**config.mk**
```make
export PLATFORM = sky130hd
export DESIGN_NAME = lms_sequencer_flat
export DESIGN_NICKNAME = d
export VERILOG_FILES = /design/src/rtl/lms_sequencer_pkg.sv /design/src/rtl/lms_sequencer_if.sv /design/src/rtl/lms_loop_watchdog.sv /design/src/rtl/lms_sequencer.sv /design/src/flat_wrapper.sv
export SDC_FILE = /design/constraint.sdc
export NUM_CORES = 1
export LEC_CHECK = 0
export CORE_MARGIN = 2
export CORE_UTILIZATION = 44
export DETAILED_ROUTE_END_ITERATION = 6
export PLACE_DENSITY = 0.76
export SYNTH_ARGS = -nofsm -noshare
export SYNTH_HDL_FRONTEND = slang
export SYNTH_HIERARCHICAL = 1
export SYNTH_SLANG_ARGS = --single-unit
```
**constraint.sdc**
```tcl
create_clock -name clk -period 2.55 [get_ports clk]
set_clock_uncertainty 0.05 [all_clocks]
set_input_delay 0.255 -clock clk [delete_from_list [all_inputs] [get_ports clk]]
set_output_delay 0.255 -clock clk [all_outputs]
set_load 0.05 [all_outputs]
```
**src/rtl/lms_sequencer_pkg.sv**
```systemverilog
// Shared state encoding, strobe-bundle indices and loop helpers for the LMS pass sequencer.
package lms_sequencer_pkg;
  localparam int FIR_LENGTH_DEF = 16;
  localparam int CNT_W_DEF      = 5;

  typedef enum logic [2:0] {
    S_IDLE   = 3'd0,
    S_STORE  = 3'd1,
    S_FILL   = 3'd2,
    S_FILTER = 3'd3,
    S_OUTPUT = 3'd4,
    S_ADAPT  = 3'd5,
    S_FINISH = 3'd6
  } state_t;

  localparam int NUM_STB           = 10;
  localparam int STB_READ_MAIN     = 0;
  localparam int STB_READ_SUB      = 1;
  localparam int STB_CLR_I         = 2;
  localparam int STB_INC_I         = 3;
  localparam int STB_INC_PTR       = 4;
  localparam int STB_WRITE_NEW_MEM = 5;
  localparam int STB_UPDATE_MEM    = 6;
  localparam int STB_COMPUTE_ERROR = 7;
  localparam int STB_WEIGHT_UPDATE = 8;
  localparam int STB_WRITE_OUTPUT  = 9;

  function automatic logic is_loop_state(input state_t s);
    return (s == S_FILL) || (s == S_FILTER) || (s == S_ADAPT);
  endfunction

  function automatic state_t loop_exit(input state_t s);
    case (s)
      S_FILL:   return S_FILTER;
      S_FILTER: return S_OUTPUT;
      default:  return S_FINISH;
    endcase
  endfunction
endpackage

```
**src/rtl/lms_sequencer_if.sv**
```systemverilog
// Handshake, datapath status and strobe bundle between the sequencer (master) and the datapath side (slave).
interface lms_sequencer_if;
  logic sample_valid;
  logic sample_ready;
  logic adapt_en;
  logic clear_fault;
  logic i_equal_fir_length;
  logic i_equal_fir_length_minus_1;
  logic read_main;
  logic read_sub;
  logic clr_i;
  logic inc_i;
  logic inc_ptr;
  logic write_new_mem;
  logic update_mem;
  logic compute_error;
  logic weight_update;
  logic write_output;
  logic out_valid;
  logic busy;
  logic overrun;
  logic fault;

  modport master (
    input  sample_valid, adapt_en, clear_fault,
           i_equal_fir_length, i_equal_fir_length_minus_1,
    output sample_ready, read_main, read_sub, clr_i, inc_i, inc_ptr,
           write_new_mem, update_mem, compute_error, weight_update, write_output,
           out_valid, busy, overrun, fault
  );

  modport slave (
    output sample_valid, adapt_en, clear_fault,
           i_equal_fir_length, i_equal_fir_length_minus_1,
    input  sample_ready, read_main, read_sub, clr_i, inc_i, inc_ptr,
           write_new_mem, update_mem, compute_error, weight_update, write_output,
           out_valid, busy, overrun, fault
  );
endinterface

```
**src/rtl/lms_loop_watchdog.sv**
```systemverilog
// Per-loop cycle counter: flags a loop that overstays FIR_LENGTH+1 cycles, or an index that
// reaches FIR_LENGTH without passing through FIR_LENGTH-1 on the previous loop cycle.
module lms_loop_watchdog
  import lms_sequencer_pkg::*;
#(
  parameter int FIR_LENGTH = FIR_LENGTH_DEF,
  parameter int CNT_W      = CNT_W_DEF
) (
  input  logic clk,
  input  logic rst,
  input  logic i_en,
  input  logic i_eq,
  input  logic i_eq_m1,
  output logic o_expire,
  output logic o_seq_err
);
  localparam logic [CNT_W-1:0] CNT_LIMIT = CNT_W'(FIR_LENGTH + 1);

  logic [CNT_W-1:0] r_cnt;
  logic             r_prev_m1;
  logic             w_exit;

  assign o_expire  = i_en & ~i_eq & (r_cnt == CNT_LIMIT);
  assign o_seq_err = i_en & i_eq & ~r_prev_m1;
  // Leaving the loop (or not being in one) rearms the counter for the next loop entry.
  assign w_exit    = ~i_en | i_eq | o_expire;

  always_ff @(posedge clk) begin
    if (rst || w_exit) begin
      r_cnt     <= '0;
      r_prev_m1 <= 1'b0;
    end else begin
      r_cnt     <= r_cnt + 1'b1;
      r_prev_m1 <= i_eq_m1;
    end
  end
endmodule

```
**src/rtl/lms_sequencer.sv**
```systemverilog
// Control FSM for one LMS adaptive-filter pass per accepted sample pair; Mealy datapath strobes,
// registered out_valid, sticky overrun/fault flags and loop watchdog abort.
module lms_sequencer
  import lms_sequencer_pkg::*;
#(
  parameter int FIR_LENGTH = FIR_LENGTH_DEF,
  parameter int CNT_W      = CNT_W_DEF
) (
  input  logic clk,
  input  logic rst,
  lms_sequencer_if.master bus
);
  state_t             r_state;
  state_t             w_state_nxt;
  logic [NUM_STB-1:0] w_stb;
  logic               r_adapt;
  logic               r_out_valid;
  logic               r_overrun;
  logic               r_fault;
  logic               w_ready;
  logic               w_accept;
  logic               w_loop;
  logic               w_expire;
  logic               w_seq_err;
  logic               w_abort;

  assign w_ready  = (r_state == S_IDLE);
  assign w_accept = bus.sample_valid & w_ready;
  assign w_loop   = is_loop_state(r_state);
  assign w_abort  = w_expire | w_seq_err;

  lms_loop_watchdog #(.FIR_LENGTH(FIR_LENGTH), .CNT_W(CNT_W)) u_wdog (
    .clk       (clk),
    .rst       (rst),
    .i_en      (w_loop),
    .i_eq      (bus.i_equal_fir_length),
    .i_eq_m1   (bus.i_equal_fir_length_minus_1),
    .o_expire  (w_expire),
    .o_seq_err (w_seq_err)
  );

  always_ff @(posedge clk) begin
    if (rst) r_state <= S_IDLE;
    else     r_state <= w_state_nxt;
  end

  always_comb begin
    w_state_nxt = r_state;
    w_stb       = '0;
    case (r_state)
      S_IDLE: begin
        if (w_accept) begin
          w_stb[STB_READ_MAIN] = 1'b1;
          w_stb[STB_READ_SUB]  = 1'b1;
          w_stb[STB_CLR_I]     = 1'b1;
          w_state_nxt          = S_STORE;
        end
      end
      S_STORE: begin
        w_stb[STB_WRITE_NEW_MEM] = 1'b1;
        w_state_nxt              = S_FILL;
      end
      S_FILL, S_FILTER, S_ADAPT: begin
        // Ops are gated by !i_equal so the datapath never touches tap index FIR_LENGTH.
        if (w_abort) begin
          w_stb[STB_CLR_I] = 1'b1;
          w_state_nxt      = S_IDLE;
        end else if (bus.i_equal_fir_length) begin
          w_stb[STB_CLR_I] = 1'b1;
          w_state_nxt      = loop_exit(r_state);
        end else begin
          w_stb[STB_INC_I] = 1'b1;
          if (r_state == S_FILL)        w_stb[STB_UPDATE_MEM]    = 1'b1;
          else if (r_state == S_FILTER) w_stb[STB_COMPUTE_ERROR] = 1'b1;
          else                          w_stb[STB_WEIGHT_UPDATE] = 1'b1;
        end
      end
      S_OUTPUT: begin
        w_stb[STB_WRITE_OUTPUT] = 1'b1;
        w_state_nxt             = r_adapt ? S_ADAPT : S_FINISH;
      end
      S_FINISH: begin
        w_stb[STB_INC_PTR] = 1'b1;
        w_state_nxt        = S_IDLE;
      end
      default: w_state_nxt = S_IDLE;
    endcase
  end

  // A set event in the same cycle as clear_fault wins.
  always_ff @(posedge clk) begin
    if (rst) begin
      r_adapt     <= 1'b0;
      r_out_valid <= 1'b0;
      r_overrun   <= 1'b0;
      r_fault     <= 1'b0;
    end else begin
      r_out_valid <= (r_state == S_OUTPUT);
      if (w_accept) r_adapt <= bus.adapt_en;
      if (bus.sample_valid & ~w_ready) r_overrun <= 1'b1;
      else if (bus.clear_fault)        r_overrun <= 1'b0;
      if (w_abort)                     r_fault   <= 1'b1;
      else if (bus.clear_fault)        r_fault   <= 1'b0;
    end
  end

  assign bus.sample_ready  = w_ready;
  assign bus.busy          = ~w_ready;
  assign bus.read_main     = w_stb[STB_READ_MAIN];
  assign bus.read_sub      = w_stb[STB_READ_SUB];
  assign bus.clr_i         = w_stb[STB_CLR_I];
  assign bus.inc_i         = w_stb[STB_INC_I];
  assign bus.inc_ptr       = w_stb[STB_INC_PTR];
  assign bus.write_new_mem = w_stb[STB_WRITE_NEW_MEM];
  assign bus.update_mem    = w_stb[STB_UPDATE_MEM];
  assign bus.compute_error = w_stb[STB_COMPUTE_ERROR];
  assign bus.weight_update = w_stb[STB_WEIGHT_UPDATE];
  assign bus.write_output  = w_stb[STB_WRITE_OUTPUT];
  assign bus.out_valid     = r_out_valid;
  assign bus.overrun       = r_overrun;
  assign bus.fault         = r_fault;
endmodule
```
**src/flat_wrapper.sv**
```systemverilog
// flat-port wrapper written by rule: the top's interface ports become plain ports
module lms_sequencer_flat import lms_sequencer_pkg::*;
#(
  parameter int FIR_LENGTH = FIR_LENGTH_DEF,
  parameter int CNT_W      = CNT_W_DEF
)
  (clk, rst, bus_sample_valid, bus_adapt_en, bus_clear_fault, bus_i_equal_fir_length, bus_i_equal_fir_length_minus_1, bus_sample_ready, bus_read_main, bus_read_sub, bus_clr_i, bus_inc_i, bus_inc_ptr, bus_write_new_mem, bus_update_mem, bus_compute_error, bus_weight_update, bus_write_output, bus_out_valid, bus_busy, bus_overrun, bus_fault);
  lms_sequencer_if bus_i ();
  input  logic clk;
  input  logic rst;
  input wire logic [$bits(bus_i.sample_valid)-1:0] bus_sample_valid;
  input wire logic [$bits(bus_i.adapt_en)-1:0] bus_adapt_en;
  input wire logic [$bits(bus_i.clear_fault)-1:0] bus_clear_fault;
  input wire logic [$bits(bus_i.i_equal_fir_length)-1:0] bus_i_equal_fir_length;
  input wire logic [$bits(bus_i.i_equal_fir_length_minus_1)-1:0] bus_i_equal_fir_length_minus_1;
  output wire logic [$bits(bus_i.sample_ready)-1:0] bus_sample_ready;
  output wire logic [$bits(bus_i.read_main)-1:0] bus_read_main;
  output wire logic [$bits(bus_i.read_sub)-1:0] bus_read_sub;
  output wire logic [$bits(bus_i.clr_i)-1:0] bus_clr_i;
  output wire logic [$bits(bus_i.inc_i)-1:0] bus_inc_i;
  output wire logic [$bits(bus_i.inc_ptr)-1:0] bus_inc_ptr;
  output wire logic [$bits(bus_i.write_new_mem)-1:0] bus_write_new_mem;
  output wire logic [$bits(bus_i.update_mem)-1:0] bus_update_mem;
  output wire logic [$bits(bus_i.compute_error)-1:0] bus_compute_error;
  output wire logic [$bits(bus_i.weight_update)-1:0] bus_weight_update;
  output wire logic [$bits(bus_i.write_output)-1:0] bus_write_output;
  output wire logic [$bits(bus_i.out_valid)-1:0] bus_out_valid;
  output wire logic [$bits(bus_i.busy)-1:0] bus_busy;
  output wire logic [$bits(bus_i.overrun)-1:0] bus_overrun;
  output wire logic [$bits(bus_i.fault)-1:0] bus_fault;
  assign bus_i.sample_valid = bus_sample_valid;
  assign bus_i.adapt_en = bus_adapt_en;
  assign bus_i.clear_fault = bus_clear_fault;
  assign bus_i.i_equal_fir_length = bus_i_equal_fir_length;
  assign bus_i.i_equal_fir_length_minus_1 = bus_i_equal_fir_length_minus_1;
  assign bus_sample_ready = bus_i.sample_ready;
  assign bus_read_main = bus_i.read_main;
  assign bus_read_sub = bus_i.read_sub;
  assign bus_clr_i = bus_i.clr_i;
  assign bus_inc_i = bus_i.inc_i;
  assign bus_inc_ptr = bus_i.inc_ptr;
  assign bus_write_new_mem = bus_i.write_new_mem;
  assign bus_update_mem = bus_i.update_mem;
  assign bus_compute_error = bus_i.compute_error;
  assign bus_weight_update = bus_i.weight_update;
  assign bus_write_output = bus_i.write_output;
  assign bus_out_valid = bus_i.out_valid;
  assign bus_busy = bus_i.busy;
  assign bus_overrun = bus_i.overrun;
  assign bus_fault = bus_i.fault;
  lms_sequencer #(.FIR_LENGTH(FIR_LENGTH), .CNT_W(CNT_W)) u_core (.clk(clk), .rst(rst), .bus(bus_i));
endmodule
```
-- Yosys cells after proc, flatten, opt, wreduce, memory -nomap -nowiden
Cells that the tools add are included.
W data, S select, Z words.
- add/sub/neg operators: 1
- equality and inequality tests: 9
- mux-type cells: 27
- bitwise gates (word level): 13
- reductions and logical operators: 8
- operators by type and width (operator ; number):
    $mux W3 ; 7
    $mux W1 ; 14
    $pmux W3 S4 ; 1
    $eq A3 B3 Y1 const B ; 3
    $and A1 B1 Y1 ; 6
    $eq A3 B2 Y1 const B ; 2
    $mux W2 ; 3
    $pmux W3 S2 ; 1
    $add A5 B1 Y5 const B ; 1
    $eq A5 B5 Y1 const B ; 1
    $not A1 Y1 ; 4
    $reduce_bool A2 Y1 ; 2
    $eq A3 B1 Y1 const B ; 1
    $logic_not A3 Y1 ; 1
    $logic_or A1 B1 Y1 ; 3
    $ne A3 B2 Y1 const B ; 1
    $or A1 B1 Y1 ; 3
    $reduce_or A3 Y1 ; 1
    $ne A2 B2 Y1 const B ; 1
    $pmux W1 S2 ; 1
    $reduce_and A2 Y1 ; 1
- register bits: 13
- bits of input ports: 7
- output and inout bits: 15
- word-level logic and storage cells: 65

-- Logic depth before layout (Yosys ltp)
- depth after elaboration: 8
- gate-level depth with buffers: 9
- mapped depth without buffers: 8

-- Hierarchy
Netlist, hierarchy kept.
- modules (own cells, without submodules) (module ; instances ; cells each ; area an instance (um^2) ; seq. area each (um^2)):
    lms_sequencer ; 1 ; 56 ; 429.2 ; 140.1
    lms_loop_watchdog ; 1 ; 26 ; 281.5 ; 120.1

-- Worst setup path before layout
Ideal clock, no wire load.
- path kind: reg-to-output
- from: reg u_core.r_state[2]
- to: out bus_compute_error
- arrival: 2.887 ns
- required time: 2.245 ns
- setup slack: -0.642 ns
- cell stages (with the launch flop): 7
- path through: dfxtp_1 -> buf_6 -> nand3b_1 -> nand2_1 -> nor3b_2 -> or3_1 -> nor4b_1
- cells in the longest elaborated chain, start to end: 8
- ends and longest elaborated chain (item ; RTL line ; RTL):
    from (decl) ; lms_sequencer.sv:13 ; state_t r_state;
    from (signal assigned) ; lms_sequencer.sv:44 ; else r_state <= w_state_nxt;
    $eq A3 B2 Y1 ; lms_sequencer_pkg.sv:29 ; return (s == S_FILL) || (s == S_FILTER) || (s == S_ADAPT);
    $logic_or A1 B1 Y1 ; lms_sequencer_pkg.sv:29 ;
    $logic_or A1 B1 Y1 * ; lms_sequencer_pkg.sv:29 ;
    via u_core.w_loop ; lms_sequencer.sv:22 ; logic w_loop;
    $and A1 B1 Y1 * (2 in series) ; lms_loop_watchdog.sv:23 ; assign o_expire = i_en & ~i_eq & (r_cnt == CNT_LIMIT);
    via u_core.w_expire ; lms_sequencer.sv:23 ; logic w_expire;
    $or A1 B1 Y1 * ; lms_sequencer.sv:30 ; assign w_abort = w_expire | w_seq_err;
    $mux W3 * ; lms_sequencer.sv:65 ; if (w_abort) begin
    $mux W3 * ; lms_sequencer.sv:50 ; case (r_state)
    to (decl) ; flat_wrapper.sv:24 ; output wire logic [$bits(bus_i.compute_error)-1:0] bus_compute_error;
Mark *: on every way through the listed nets, which the timed path passes. The rest lies on a longest branch.

-- Final worst setup path
Ends and elaborated chain as after synthesis.

==> results <==
==> worst max-delay path by stage <==
stage                            from                 to  cells past startpoint
finish              u_core/r_state[2]  bus_compute_error                      6
global route        u_core/r_state[1]  bus_compute_error                      6
CTS                 u_core/r_state[1]  bus_compute_error                      6
detailed placement  u_core/r_state[0]  u_core/r_state[0]                      8
global placement    u_core/r_state[1]  u_core/r_state[0]                      8
floorplan           u_core/r_state[2]  bus_compute_error                      6
==> placed cells by master, fill, tap and decap left out, types with 2 or more instances in the layout <==
cell             instances
clkdlybuf4s50_1         16
nor2_1                  10
dfxtp_1                 10
nand2_1                  8
a21oi_1                  5
buf_12                   4
inv_1                    4
nand3_1                  4
clkbuf_4                 3
dfxtp_2                  3
buf_4                    2
and2b_2                  2
a21o_1                   2
nor3_1                   2
nor3b_2                  2
xnor2_1                  2
ha_1                     2
==> sequential cells by signal, indices dropped and copies added (netlist names) <==
register,cells
u_core/bus.fault,1
u_core/bus.out_valid,1
u_core/bus.overrun,1
u_core/r_adapt,1
u_core/r_state,3
u_core/u_wdog/r_cnt,5
u_core/u_wdog/r_prev_m1,1
==> kinds of logic after synthesis <==
kind of cell,count (synthesis)
AND/OR/NAND/NOR,45
flip-flops,13
AO/OA/AOI/OAI,12
buffers and inverters,7
XOR/XNOR,3
adder cells (fa/ha/maj),2
==> repair_timing <==
item                       CTS  global route
resized for setup            1             5
buffers inserted             0             1
setup endpoints to repair    2             2
hold buffers                 0             0
==> through the flow <==
step | power [W] | cell area (um2) | hold WS (ps) | utilization (%)
after floorplan | 0.000547 | 722 | 267 | -
after global placement | 0.000668 | 963 | 394 | 64.0
after detailed placement | 0.000669 | 963 | 401 | 64.0
after CTS | 0.000798 | 992 | 413 | 65.9
after global routing | 0.000859 | 1020 | 442 | 67.9
final | 0.000813 | 1020 | 411 | 67.9
==> worst reg2reg max path, cell delays in order, from the launching register on <==
cell,delay (ps)
dfxtp_2,390
or2b_2,350
nand2_1,130
nand2_1,60
nor2_1,250
or3_4,240
a21oi_4,60
or4_1,510
a21oi_1,120
==> final cells by class <==
type                            count  area [um2]  share of cell area, %
Multi-Input combinational cell     62         442                   43.2
Timing Repair Buffer               22         255                   24.9
Inverter                            4        15.0                   1.47
Sequential cell                    13         264                   25.8
Clock inverter                      1        5.00                  0.489
Clock buffer                        3        22.5                   2.20
Tap cell                           16        20.0                   1.96
==> per-layer routing <==
metal  vias up  GRT usage [%]  wire length [um]
met4         0           12.7                31
met3         4           3.67                52
met2        16           24.1               678
li1        327              -                 -
met5         -              0                 0
met1       297           24.6               726
==> report_power, final <==
group	internal, W	switching [W]	leakage, nW
Clock	0.0000582	0.0000696	0.0177
Sequential	0.000224	0.0000285	0.107
Combinational	0.000164	0.000269	0.257
Total	0.000446	0.000367	0.381
==> run metrics <==
Synth area leaders=dfxtp_1, nor2_1, nand2_1; Async SR Flop Fraction=0%; Post-Synth Adder-Cell Area=3.52%; final worst path period share=94.4%; synth cell count leaders=dfxtp_1, nor2_1, nand2_1, a21oi_1; grt total ovfl=0; post-layout min period=2410 ps; GRT Total Usage=17.7%; Final Slew Violations=0; worst r2r src=u_core/r_state[1]; Mapped Nets=91; post-synth top area share=36.6%; Crit path required time=2250 ps; Synth Warn #=6; Core ar.=0.00151 mm2; Avg Synthesized Cell Area=8.67 um2; Yosys cell types=34; worst rel slew slack=66.8%; CTS tree=built; Die W=44.2 um; vias in the first global route=553; mux contribution to synthesized area=0%; DR vias=644; Hold Path Class=flop to flop; CP max stage delay=460 ps; critical path's slowest cell=dfxtp_2; CP Capture Type=primary output; R2R cell count=8; Setup Crit Path Kind=flop to primary output; final setup fails=0; simple-gate portion of the synthesized area=39.4%; post-synthesis xor/xnor area fraction=3.70%; r2r setup slk=310 ps; Synth Flop Type=dfxtp_1; RR Endpoint=u_core/r_state[0]; Worst Max-Slew Pin Slew=496 ps; clk sink count=13; fmax=416 MHz; Seq/Total Area, Yosys=36.6%; root buffer cell=clkbuf_4; largest net degree at the start of global routing=14; post-synthesis cell area=711 um2; Post-Place Worst Slack=267 ps; initial antenna violation count=0; cts bufs inserted=3; Final Non-Filler Cells=121; ratio of cells with drive above 1 in the final layout=25.7%; worst path bufs/invs=1; #FFs+latches synth=13; PnR worst setup slack=143 ps; Max Cap Violations=0; Skew-Pair Late Insertion Delay=280 ps; Max Root-Sink Buffers=2; GPL Wtd Cong=0.788; crit-path cells=or2b_2, nand2_1, nor3b_2, or3_4, nor4b_4, buf_12; CP Launch Type=flop; Fin. Hold Viols=0; io pins=22; Post-synth EDFFs=0; total length of routed wires=1490 um; HP Start=u_core/r_adapt; wire length of the first global-routing pass=2480 um; hold depth=2; drt initial violations=12; Synth Area in Compound Gates=10.9%; row cnt=14; outcome=finished, final reports clean; Die Ht=44.2 um; CP arrival=2100 ps; DR WL/cell=12.3 um; area grow syn2layout=44.0%; ant diodes=0; initial core utilization=47.2%; Post-layout nets=115; drt pass-1 iters=5; critical path's top delay family=simple AND/OR/NAND/NOR gates; RSZ-0062 raised after global routing=no; VDD IR max=0.491 mV; Avg Vias per Cell=5.32; CTS clk-pin slew, worst paths=80 ps; DP Cell Count=116; Cells after Synth=82; Pwr Density=794 mW/mm2; fillers=122; Endpoint, Worst Hold=u_core/r_adapt; critical path peak fanout=12; P_leak=0.381 nW; H-tree levels=1; DP HPWL=1100 um; die footprint=0.00195 mm2; number of remaining DRC errors=0; cell accounting for the most synthesized area=dfxtp_1; final antenna-violating net count=0; main combinational cell family by area after synthesis=simple AND/OR/NAND/NOR gates; Port Buf Inserts=21; TNS Setup=0 ps; count leader, synth=dfxtp_1
Power figures use the tool's default switching activity.
==> edit 1, RTL diff (same settings) <==
Re-encode `state_t` (7 states) as Gray code, 3 bits wide.
--- a/src/rtl/lms_sequencer_pkg.sv
+++ b/src/rtl/lms_sequencer_pkg.sv
@@ -4,13 +4,13 @@
   localparam int CNT_W_DEF      = 5;
 
   typedef enum logic [2:0] {
-    S_IDLE   = 3'd0,
-    S_STORE  = 3'd1,
-    S_FILL   = 3'd2,
-    S_FILTER = 3'd3,
-    S_OUTPUT = 3'd4,
-    S_ADAPT  = 3'd5,
-    S_FINISH = 3'd6
+    S_IDLE   = 3'b000,
+    S_STORE  = 3'b001,
+    S_FILL   = 3'b011,
+    S_FILTER = 3'b010,
+    S_OUTPUT = 3'b110,
+    S_ADAPT  = 3'b111,
+    S_FINISH = 3'b101
   } state_t;
 
   localparam int NUM_STB           = 10;
Formal check against the unedited RTL: same outputs for any inputs over 10 cycles, from zero or initial values and one cycle with rst high; not proved beyond that.
==> edit 1 against the unedited design <==
  * Worst hold slack improved by 0.020 ns
  * Global-route usage fell by 1.6 points
  * Synthesized area fell by 0.18%
  * Wire length fell by 1.1%
  * Total power shrank 21%
  * Fmax down 0.44%
  * Cell area is 2.3% lower
  * Worst setup slack got worse by 0.011 ns
  * Sequential cell count stayed put
==> edit 1: results (changes against the unedited design) <==
* Detailed-route wire length per cell: 12.4 um (+0.52%)
- The number of cells produced by synthesis came to 81 (-1.2%).
- The number of distinct library cells after synthesis came to 33 (-2.9%).
- The global-route usage over all layers is 16.2% (-1.6 points).
- Proportion of layout cells with a drive suffix above 1: 21.4% (-4.4 points)
* Run status: finished clean
* Relative contribution of sequential cells to total power: 37.2% (+6.1 points)
- The later pin in the worst-skew pair is clocked with a latency of 0.27 ns.
- Top area cells in the synthesized netlist: sky130_fd_sc_hd__dfxtp_1, sky130_fd_sc_hd__nor2_1, sky130_fd_sc_hd__nor3_1
- The vias per cell came to 5.24 (-1.5%).
* Reg-to-Reg Start: u_core/r_state[0]
- Most frequent cells after synthesis: sky130_fd_sc_hd__dfxtp_1, sky130_fd_sc_hd__nor2_1, sky130_fd_sc_hd__nor3_1, sky130_fd_sc_hd__nand2_1
- CTS H-tree depth: 1 (unchanged)
- CP max-delay cell: sky130_fd_sc_hd__dfxtp_1
- Total number of vias: 624 (-3.1%)
- The number of fill cells was 127 (+4.1%).
- Global-route wire length before repair: 2.37 mm (-4.5%)
- The setup fix buffers added after clock tree synthesis was 0 (unchanged).
- Fraction of power consumed by combinational cells: 43.0% (-10 points)
* Largest net degree at the start of global routing: 15 (+1)
* Critical path peak fanout: 9 (-3)
- Sw power: 258 uW (-30%)
- The clock-pin slew on the worst setup and hold paths was 0.08 ns (about the same).
- The iteration count of the initial detailed-routing pass was 4 (-1).
* Placed standard-cell area: 973 um^2 (+1.0%)
- Critical hold path startpoint: u_core/u_wdog/r_cnt[0]
* Worst slew margin relative to its limit: 67.0% (+0.17 points)
* Comb. pwr: 278 uW (-36%)
- The post-DP HPWL is 1.17 mm (+6.4%).
- Starting DRT DRC Count: 11 (-1)
* Weighted congestion at the end of routability-driven global placement: 0.786 (-0.22%)
* Maximum single-stage delay on the critical path: 0.43 ns (-0.03 ns)
- The quantity of gates resized following cts is 0 (-1).
* # nets final: 113 (-1.7%)
- Cell count after placement: 115 (-0.86%)
* Vias in the first global route: 563 (+1.8%)
* Worst ir drop on vdd: 0.441 mV (-10%)
* Setup Slack @ Placement: 0.365 ns (+0.0980 ns)
- The net count after synthesis is 90 (-1.1%).
- Sequential cell area fraction in the yosys report: 36.7% (+0.065 points)
- Leak pwr: 0.374 nW (-2.0%)
[edit 1: cell count changes after synthesis, sizes merged, moves of 3 or more]
cell   unedited run  this run
a21oi             7         3
nand2             9         6
nor2b             1         4
nor3              3         7
o21ai             1         4
[edit 1: final cells by class]
| type | count | area (um^2) | area share, % |
|---|---|---|---|
| multi-input cells | 59 | 412 | 41.2 |
| repair buffers | 22 | 263 | 26.3 |
| well taps | 16 | 20.0 | 2.00 |
| flip-flops and latches | 13 | 260 | 26.0 |
| inverters | 5 | 18.8 | 1.88 |
| clock buffers | 4 | 26.3 | 2.63 |
[edit 1: worst reg2reg max path: cells and delay by family, from the launching register on]
| family | cells | cell delay (ns) |
|---|---|---|
| AOI/OAI and AO/OA | 3 | 0.36 |
| buffers and inverters | 1 | 0.12 |
| DFF | 1 | 0.55 |
| and+or+nand+nor | 3 | 0.57 |
[edit 1: per-layer routing]
layer | wire length (um) | global-route usage [%] | vias up
met5 | 0 | 0 | -
met4 | 6 | 3.64 | 0
met3 | 88 | 2.86 | 2
met2 | 766 | 29.4 | 20
met1 | 611 | 19.6 | 284
li1 | - | - | 318
[edit 1: worst paths after layout]
kind	end	slack [ns]	depth (start not counted)
worst max-delay path	bus_update_mem	0.13	7
worst min-delay path	u_core/u_wdog/r_cnt[0]	0.43	1
worst max register to register	u_core/r_state[0]	0.78	7
worst min register to register	u_core/u_wdog/r_cnt[0]	0.43	1
[edit 1: cells by family (layout without fill, tap and decap cells)]
kind of cell             Yosys count  count (layout)  share of synthesized area [%]
AO/OA/AOI/OAI                     12              12                           10.1
AND/OR/NAND/NOR                   41              41                           37.9
XOR/XNOR                           3               3                           3.70
buffers and inverters              9              31                           6.70
adder cells (fa/ha/maj)            2               2                           3.53
flip-flops                        13              13                           36.7
multiplexers                       1               1                           1.41
==> edit 2, RTL diff (same settings) <==
Made on the original files. `CNT_W_DEF`: 5 -> 7.
--- a/src/rtl/lms_sequencer_pkg.sv
+++ b/src/rtl/lms_sequencer_pkg.sv
@@ -1,7 +1,7 @@
 // Shared state encoding, strobe-bundle indices and loop helpers for the LMS pass sequencer.
 package lms_sequencer_pkg;
   localparam int FIR_LENGTH_DEF = 16;
-  localparam int CNT_W_DEF      = 5;
+  localparam int CNT_W_DEF      = 7;
 
   typedef enum logic [2:0] {
     S_IDLE   = 3'd0,
Function: no difference found for any inputs over 10 cycles, from zero or initial values and one cycle with rst high; that may be too few to reach the edited logic, so the function may still have changed.
==> edit 2 against the unedited design <==
  * Cell area increased by 7.1%
  * Wire length rose by 14%
  * Synthesized area up 9.3%
  * Total power rose by 4.7%
  * Combinational power increased by 4%
  * Worst setup slack got worse by 0.035 ns
  * Sequential cell count up 2
  * Die area rose by 8.5%
==> edit 2: results (changes against the unedited design) <==
* Area share of fa/ha/maj cells after synthesis: 3.22% (-0.30 points)
- The switching power total came to 372 uW (+1.5%).
* Post-DP HPWL: 1.34 mm (+22%)
- The largest fanout on the critical path came to 7 (-5).
* Maximum single-stage delay on the critical path: 0.43 ns (-0.03 ns)
- Leak pwr: 0.412 nW (+8.0%)
- Worst reg-to-reg path cell count: 7 (-1)
- Sequential cell area fraction in the yosys report: 38.6% (+2.0 points)
* Via-to-Cell Ratio: 5.36 (+0.76%)
- The fraction of the mapped netlist area in compound gates is 14.2% (+3.3 points).
* Post-synthesis xor/xnor area fraction: 3.38% (-0.32 points)
- Registers with the highest flip-flop counts: u_core/u_wdog/r_cnt x7, u_core/r_state x3
- Setup Slack @ Placement: 0.225 ns (-0.0418 ns)
- The number of DRC violations after detailed-routing iteration 0 is 9 (-3).
- Worst Path Arrival: 2.14 ns (+0.04 ns)
- Run status: finished clean
- The final weighted congestion of routability-driven global placement was 0.819 (+4.0%).
* Worst ir drop on vdd: 0.451 mV (-8.2%)
* Fraction of power consumed by combinational cells: 52.7% (-0.5 points)
- The number of global-route vias before repair was 640 (+16%).
* Largest net degree at the start of global routing: 13 (-1)
- Net count of the mapped netlist: 103 (+13%)
* Global-route wire length before repair: 2.70 mm (+8.6%)
- Top area cells in the synthesized netlist: sky130_fd_sc_hd__dfxtp_1, sky130_fd_sc_hd__nor2_1, sky130_fd_sc_hd__nand2_1
* Placed standard-cell area: 1050 um^2 (+8.6%)
- The clock group total power came to 132 uW (+3%).
* # nets final: 128 (+11%)
* Count of cell types in the netlist: 34 (unchanged)
- The slowest stage of the critical path belongs to the cell sky130_fd_sc_hd__or3_4.
* Detailed Route WL: 1.70 mm (+14%)
* Tightest Pin Transition: 0.513 ns (+0.0171 ns)
- The commonest cells after synthesis are sky130_fd_sc_hd__dfxtp_1, sky130_fd_sc_hd__nor2_1, sky130_fd_sc_hd__nand2_1, sky130_fd_sc_hd__a21oi_1, sky130_fd_sc_hd__inv_1.
- 1st-pass router iterations: 4 (-1)
## edit 2: changes by cell type after synthesis, moves of 2 or more
cell                      change
sky130_fd_sc_hd__o21ai_0      +2
sky130_fd_sc_hd__nor2_1       +3
sky130_fd_sc_hd__or3_1        +2
sky130_fd_sc_hd__nand2_1      +2
sky130_fd_sc_hd__nor3b_2      -2
sky130_fd_sc_hd__dfxtp_1      +2
## edit 2: worst paths after layout
check	start	end	slack (ns)
max reg2reg	u_core/u_wdog/r_cnt[0]	u_core/r_state[0]	0.30
max	u_core/r_state[1]	bus_compute_error	0.11
min reg2reg	u_core/r_adapt	u_core/r_adapt	0.42
min	u_core/r_adapt	u_core/r_adapt	0.42
## edit 2: layout make-up
type                            instances  area [um^2]
Sequential cell                        15          302
Clock inverter                          1         5.00
Tap cell                               17         21.3
Multi-Input combinational cell         71          464
Fill cell                             152          593
Inverter                                5         18.8
Clock buffer                            3         22.5
Timing Repair Buffer                   23          263
## edit 2: critical path: cells and delay by family, from the launching register on
kind	cells	cell delay (ns)
AND/OR/NAND/NOR	5	1.29
flip-flops	1	0.39
buffers and inverters	1	0.17
## edit 2: per-layer routing
metal / up-vias / track usage, % / share of wire [%]
met2: 16 / 31.9 / 52
met5: - / 0 / 0
met3: 2 / 2.38 / 3.5
li1: 372 / - / -
met4: 0 / 6.86 / 0.59
met1: 334 / 20.4 / 44
## edit 2: metrics by stage
step	power, mW	std cells	util, %	TNS [ns]
3_5_place_dp	0.712	131	61.9	0
5_1_grt	0.893	135	64.9	0
6_report	0.850	135	64.9	0
4_1_cts	0.851	135	64.1	-0.00709
2_1_floorplan	0.577	94	-	-0.0214
3_3_place_gp	0.706	131	61.9	0
## edit 2: what timing repair did
item,4_1_cts,5_1_grt
setup buffers,0,0
pin swaps,0,0
resized for setup,1,3
endpoints found under the setup margin,1,6
